<file path="src/rtl/playback_sequencer.sv">
// Playback sequencer: records a step pointer into a sequence RAM and loops playback over 0..loop_end.
// Optional macro PLAYBACK_SEQ_AUTOSTOP_EN stops recording at MAX_ADDR and raises a sticky overflow.
module playback_sequencer #(
  parameter int unsigned ADDR_W   = 11,
  parameter int unsigned MAX_ADDR = (2 ** ADDR_W) - 1
) (
  input  logic              clk,
  input  logic              reset,
  input  logic              tick,
  input  logic              record,
  input  logic              replay,
  input  logic              clear,
  output logic [ADDR_W-1:0] addr,
  output logic [ADDR_W-1:0] loop_end,
  output logic              write_en,
  output logic [1:0]        state,
  output logic              wrapped,
  output logic              overflow
);

  typedef enum logic [1:0] {
    S_IDLE = 2'b00,
    S_REC  = 2'b01,
    S_PLAY = 2'b10
  } state_t;

  localparam logic [ADDR_W-1:0] LAST = ADDR_W'(MAX_ADDR);
  localparam logic [ADDR_W-1:0] ONE  = ADDR_W'(1);

  state_t state_q;
  state_t state_nxt_c;
  logic   stop_hit_c;

  assign state = state_q;

`ifdef PLAYBACK_SEQ_AUTOSTOP_EN
  logic lock;
  logic overflow_q;

  assign stop_hit_c = (state_q == S_REC) && tick && (addr == LAST);
  assign overflow   = overflow_q;
`else
  assign stop_hit_c = 1'b0;
  assign overflow   = 1'b0;
`endif

  // Next state: clear, then record, then replay, otherwise idle
  always_comb begin
    state_nxt_c = S_IDLE;
    if (clear) begin
      state_nxt_c = S_IDLE;
    end else if (record) begin
      state_nxt_c = S_REC;
`ifdef PLAYBACK_SEQ_AUTOSTOP_EN
      // After an overrun, record must be released before recording resumes
      if (lock || stop_hit_c) state_nxt_c = S_IDLE;
`endif
    end else if (replay) begin
      state_nxt_c = S_PLAY;
    end
  end

  // Pointer, loop length and flags; tick acts on the pre-edge state
  always_ff @(posedge clk) begin
    if (reset) begin
      addr     <= '0;
      loop_end <= '0;
      state_q  <= S_IDLE;
      write_en <= 1'b0;
      wrapped  <= 1'b0;
    end else begin
      wrapped  <= 1'b0;
      state_q  <= state_nxt_c;
      write_en <= (state_nxt_c == S_REC);
      if (clear) begin
        addr     <= '0;
        loop_end <= '0;
      end else begin
        case (state_q)
          S_REC: begin
            if (tick) begin
              if (addr > loop_end) loop_end <= addr;
              if (addr == LAST) begin
`ifdef PLAYBACK_SEQ_AUTOSTOP_EN
                addr <= addr;
`else
                addr <= '0;
`endif
              end else begin
                addr <= addr + ONE;
              end
            end
          end
          S_PLAY: begin
            // addr beyond loop_end can remain after an aborted record; treat it as a wrap
            if (tick) begin
              if (addr >= loop_end) begin
                addr    <= '0;
                wrapped <= 1'b1;
              end else begin
                addr <= addr + ONE;
              end
            end
          end
          default: ;
        endcase
      end
    end
  end

`ifdef PLAYBACK_SEQ_AUTOSTOP_EN
  // Overrun flag and record lock, both released by clear or reset
  always_ff @(posedge clk) begin
    if (reset || clear) begin
      overflow_q <= 1'b0;
      lock       <= 1'b0;
    end else begin
      if (stop_hit_c) overflow_q <= 1'b1;
      if (!record) lock <= 1'b0;
      else if (stop_hit_c) lock <= 1'b1;
    end
  end
`endif

endmodule

</file>
<file path="config.mk">
export PLATFORM = sky130hd
export DESIGN_NAME = playback_sequencer
export DESIGN_NICKNAME = d
export VERILOG_FILES = /design/src/rtl/playback_sequencer.sv
export SDC_FILE = /design/constraint.sdc
export NUM_CORES = 1
export LEC_CHECK = 0
export CAP_MARGIN = 20
export CORE_ASPECT_RATIO = 0.75
export CORE_MARGIN = 4
export CORE_UTILIZATION = 49
export CTS_BUF_LIST = sky130_fd_sc_hd__clkbuf_4
export CTS_CLUSTER_SIZE = 10
export DETAILED_ROUTE_END_ITERATION = 16
export PLACE_DENSITY_LB_ADDON = 0.05
export SYNTH_ARGS = -nofsm -noshare
export SYNTH_HDL_FRONTEND = slang
export SYNTH_SLANG_ARGS = --single-unit
</file>
<file path="constraint.sdc">
create_clock -name clk -period 2.7 [get_ports clk]
set_input_delay 0.27 -clock clk [delete_from_list [all_inputs] [get_ports clk]]
set_output_delay 0.27 -clock clk [all_outputs]
set_load 0.02 [all_outputs]
</file>
==> impl_results.md <==
- Post-synthesis register bit count: 25
- Crit start category: register
- I/O Pins: 33
- Detailed-route wire length: around 3.5 mm
- Vias in the first global route: 1306
- Worst path arrival time: 2.49 ns
- Die area: 0.00381 mm^2
- Die Ht: between 50 and 60 um
- Reg2reg path depth: 8
- Final setup vio count: 0
- Area share of the largest cell type after synthesis: a little over a third
- CP cell instances: ha_1 > nand4_1 > a21o_1 > a21oi_1 > o21ai_2 > buf_4 > mux2i_1 > nor2_1
- Drt first pass iters: 4
- Number of cells on the critical path: 8
- Post-Layout Cell Count: 230
- Die width: between 60 and 70 um
- Cells after DPL: roughly 230
- Vias: about 1300
- Pwr dens: 327 mW/mm^2
- Period utilization: 84.3%
- Static Leak: 0.000756 uW
- Via/cell ratio: roughly 5.7
- Initial antenna violation count: 0
- H-tree levels: 1
- Status: finished, final reports clean
- Worst VDD drop: 0.320 mV
- Pin count of the biggest net entering global routing: 17
- Sequential element share of the synthesized area: roughly 35%
- Reg clk slew, reported paths: between 0.1 and 0.15 ns
- CP Class: register to register
- Final WS setup: between 0.4 and 0.5 ns
- Num CTS Buffers: 3
- Unrepaired setup endpoints after global routing: no
- DR iter-0 viols: between 50 and 60
- Worst path slowest cell: dfxtp_1
- Cell with the most instances after synthesis: dfxtp_1
- GRT Total Usage: approximately a fifth
- Post-synthesis area per instance: between 8 and 9 um^2
- Final Net Count: ~210
- Synth area leader: dfxtp_1
- Synthesis-to-finish area growth: 27.8%
- Family with the most delay on the worst path: compound AO/OA/AOI/OAI gates
- CTS tree: done
- Setup TNS: 0 ns
- Max-slew violation count: 0
- Top_reg_cell synth: dfxtp_1
- Final hold vios: 0
- CP required: 2.91 ns
- Reg area: ~500 um^2
- Core area: between 0.002 and 0.003 mm^2
- Top post-synthesis cells by area: dfxtp_1, ha_1, mux2i_1, nor2_1, nand2_1
- HPWL after DPL: 2.75 mm
- Drt wl/cell: 15.1 um
- Share of cells above drive strength 1: 13.4%
- Synth async-reset ratio: 0%
- F_max: 0.440 GHz
- Synth top cells by count: dfxtp_1, nor2_1, ha_1, nand2_1
- Post_cts resized: 0
- CTS max path bufs: 2
- DRC viols: 0
- Post-CTS Setup Repair Bufs: 0
- Total grt overflow: 0
- Num rows: 16
- Post-synth EDFFs: 0
- Buf+Inv Stages, Crit Path: 1
- HP Class: input pin to register
- Worst Skew: ~0.0020 ns
- Ys Warns: 0
- Root buffer cell: clkbuf_4
- Crit-path max FO: 10
- Tmin final: roughly 2.3 ns
- Global-route wire length before repair: roughly 6 mm
- Setup WS pre-CTS: 0.476 ns
- Mapped cell area: between 0.001 and 0.0015 mm^2
- GP Congestion: roughly 0.81
- Fillers: 233
- Multi-input logic area: 830 um^2
- ANT cells: 0
- Antenna viol nets, final: 0
- CTS Hold Bufs: 0
- Post-synth cell types: 43
- Mapped Nets: about 180
- Worst Hold Depth: 2
- Clock latency on the worst-skew pair: 0.32 ns
- Max-cap violations: 0
- CTS Sinks: 25
- Initial Utilization: 52.6%
- I/O Buffers: 31
- Post-Synthesis Cells: between 150 and 200
- Critical path's largest stage delay: 0.57 ns
- CP endpoint kind: register
==> metrics by stage <==
stage	cell area (um^2)	power, uW	hold WS (ns)	utilization, %
4_1_cts	1800	597	0.497	67.2
6_report	1800	588	0.508	67.2
3_3_place_gp	1770	418	0.511	66.0
3_5_place_dp	1770	419	0.526	66.0
5_1_grt	1800	618	0.480	67.2
2_1_floorplan	1410	405	0.346	-
==> state kept, by name (all words and copies together) (netlist names) <==
name	cells
wrapped	1
loop_end	11
state	1
write_en	1
addr	11
==> cells by family after synthesis <==
logic type | count (synthesis) | synth area share [%]
muxes | 11 | 7.81
xor gates and xnor gates | 4 | 2.48
buffers and inverters | 18 | 5.68
AOI/OAI and AO/OA | 27 | 14.5
DFF | 25 | 35.5
adders and majority gates | 12 | 10.6
and+or+nand+nor | 62 | 23.2
other | 1 | 0.266
==> worst paths after layout <==
check | from | end | slack, ns
setup reg to reg | addr[5]$_SDFFE_PP0P_ | loop_end[9]$_SDFFE_PP0P_ | 0.42
hold reg to reg | loop_end[2]$_SDFFE_PP0P_ | loop_end[2]$_SDFFE_PP0P_ | 0.55
hold / removal | replay | state[1]$_SDFF_PP0_ | 0.51
setup / recovery | addr[5]$_SDFFE_PP0P_ | loop_end[9]$_SDFFE_PP0P_ | 0.42
==> per-layer routing <==
layer | track usage, % | share of wire, % | vias to the layer above
met5 | 0 | 0 | -
met4 | 7.32 | 1.8 | 0
met3 | 5.14 | 7.9 | 12
met2 | 34.3 | 46 | 65
met1 | 24.3 | 45 | 608
li1 | - | - | 625
==> worst register-to-register path, stage by stage (launching register included) <==
cell	delay [ns]
dfxtp_1	0.57
ha_1	0.32
nand4_1	0.15
a21o_1	0.13
a21oi_1	0.07
o21ai_2	0.39
buf_4	0.25
mux2i_1	0.23
nor2_1	0.06
==> layout make-up <==
class | instances | share of cell area, %
multi-input combinational | 117 | 46.0
sequential | 25 | 27.8
inverter | 11 | 2.29
clock buffer | 4 | 1.67
timing repair buffer | 37 | 19.7
tap | 36 | 2.50
==> report_power, final <==
part / switching [uW] / internal (uW) / total [uW]
sequential: 2.15 / 370 / 372
combinational: 21.5 / 16.9 / 38.5
clock: 110 / 67.8 / 177
total: 133 / 455 / 588
==> cells in the final DEF (no fill, tap or decap), types with 3 or more instances in the layout <==
| cell type | instances |
|---|---|
| clkdlybuf4s50_1 | 31 |
| dfxtp_1 | 25 |
| nor2_1 | 18 |
| nand2_1 | 12 |
| ha_1 | 12 |
| inv_1 | 11 |
| mux2i_1 | 11 |
| a21oi_1 | 6 |
| buf_4 | 6 |
| nand4_1 | 5 |
| a21oi_2 | 4 |
| clkbuf_4 | 4 |
| and3_1 | 3 |
| nand3_1 | 3 |
| or3_1 | 3 |
| nor2b_1 | 3 |
| o21ai_1 | 3 |
| a22o_1 | 3 |
No activity file was read; power rests on OpenSTA's default activity.
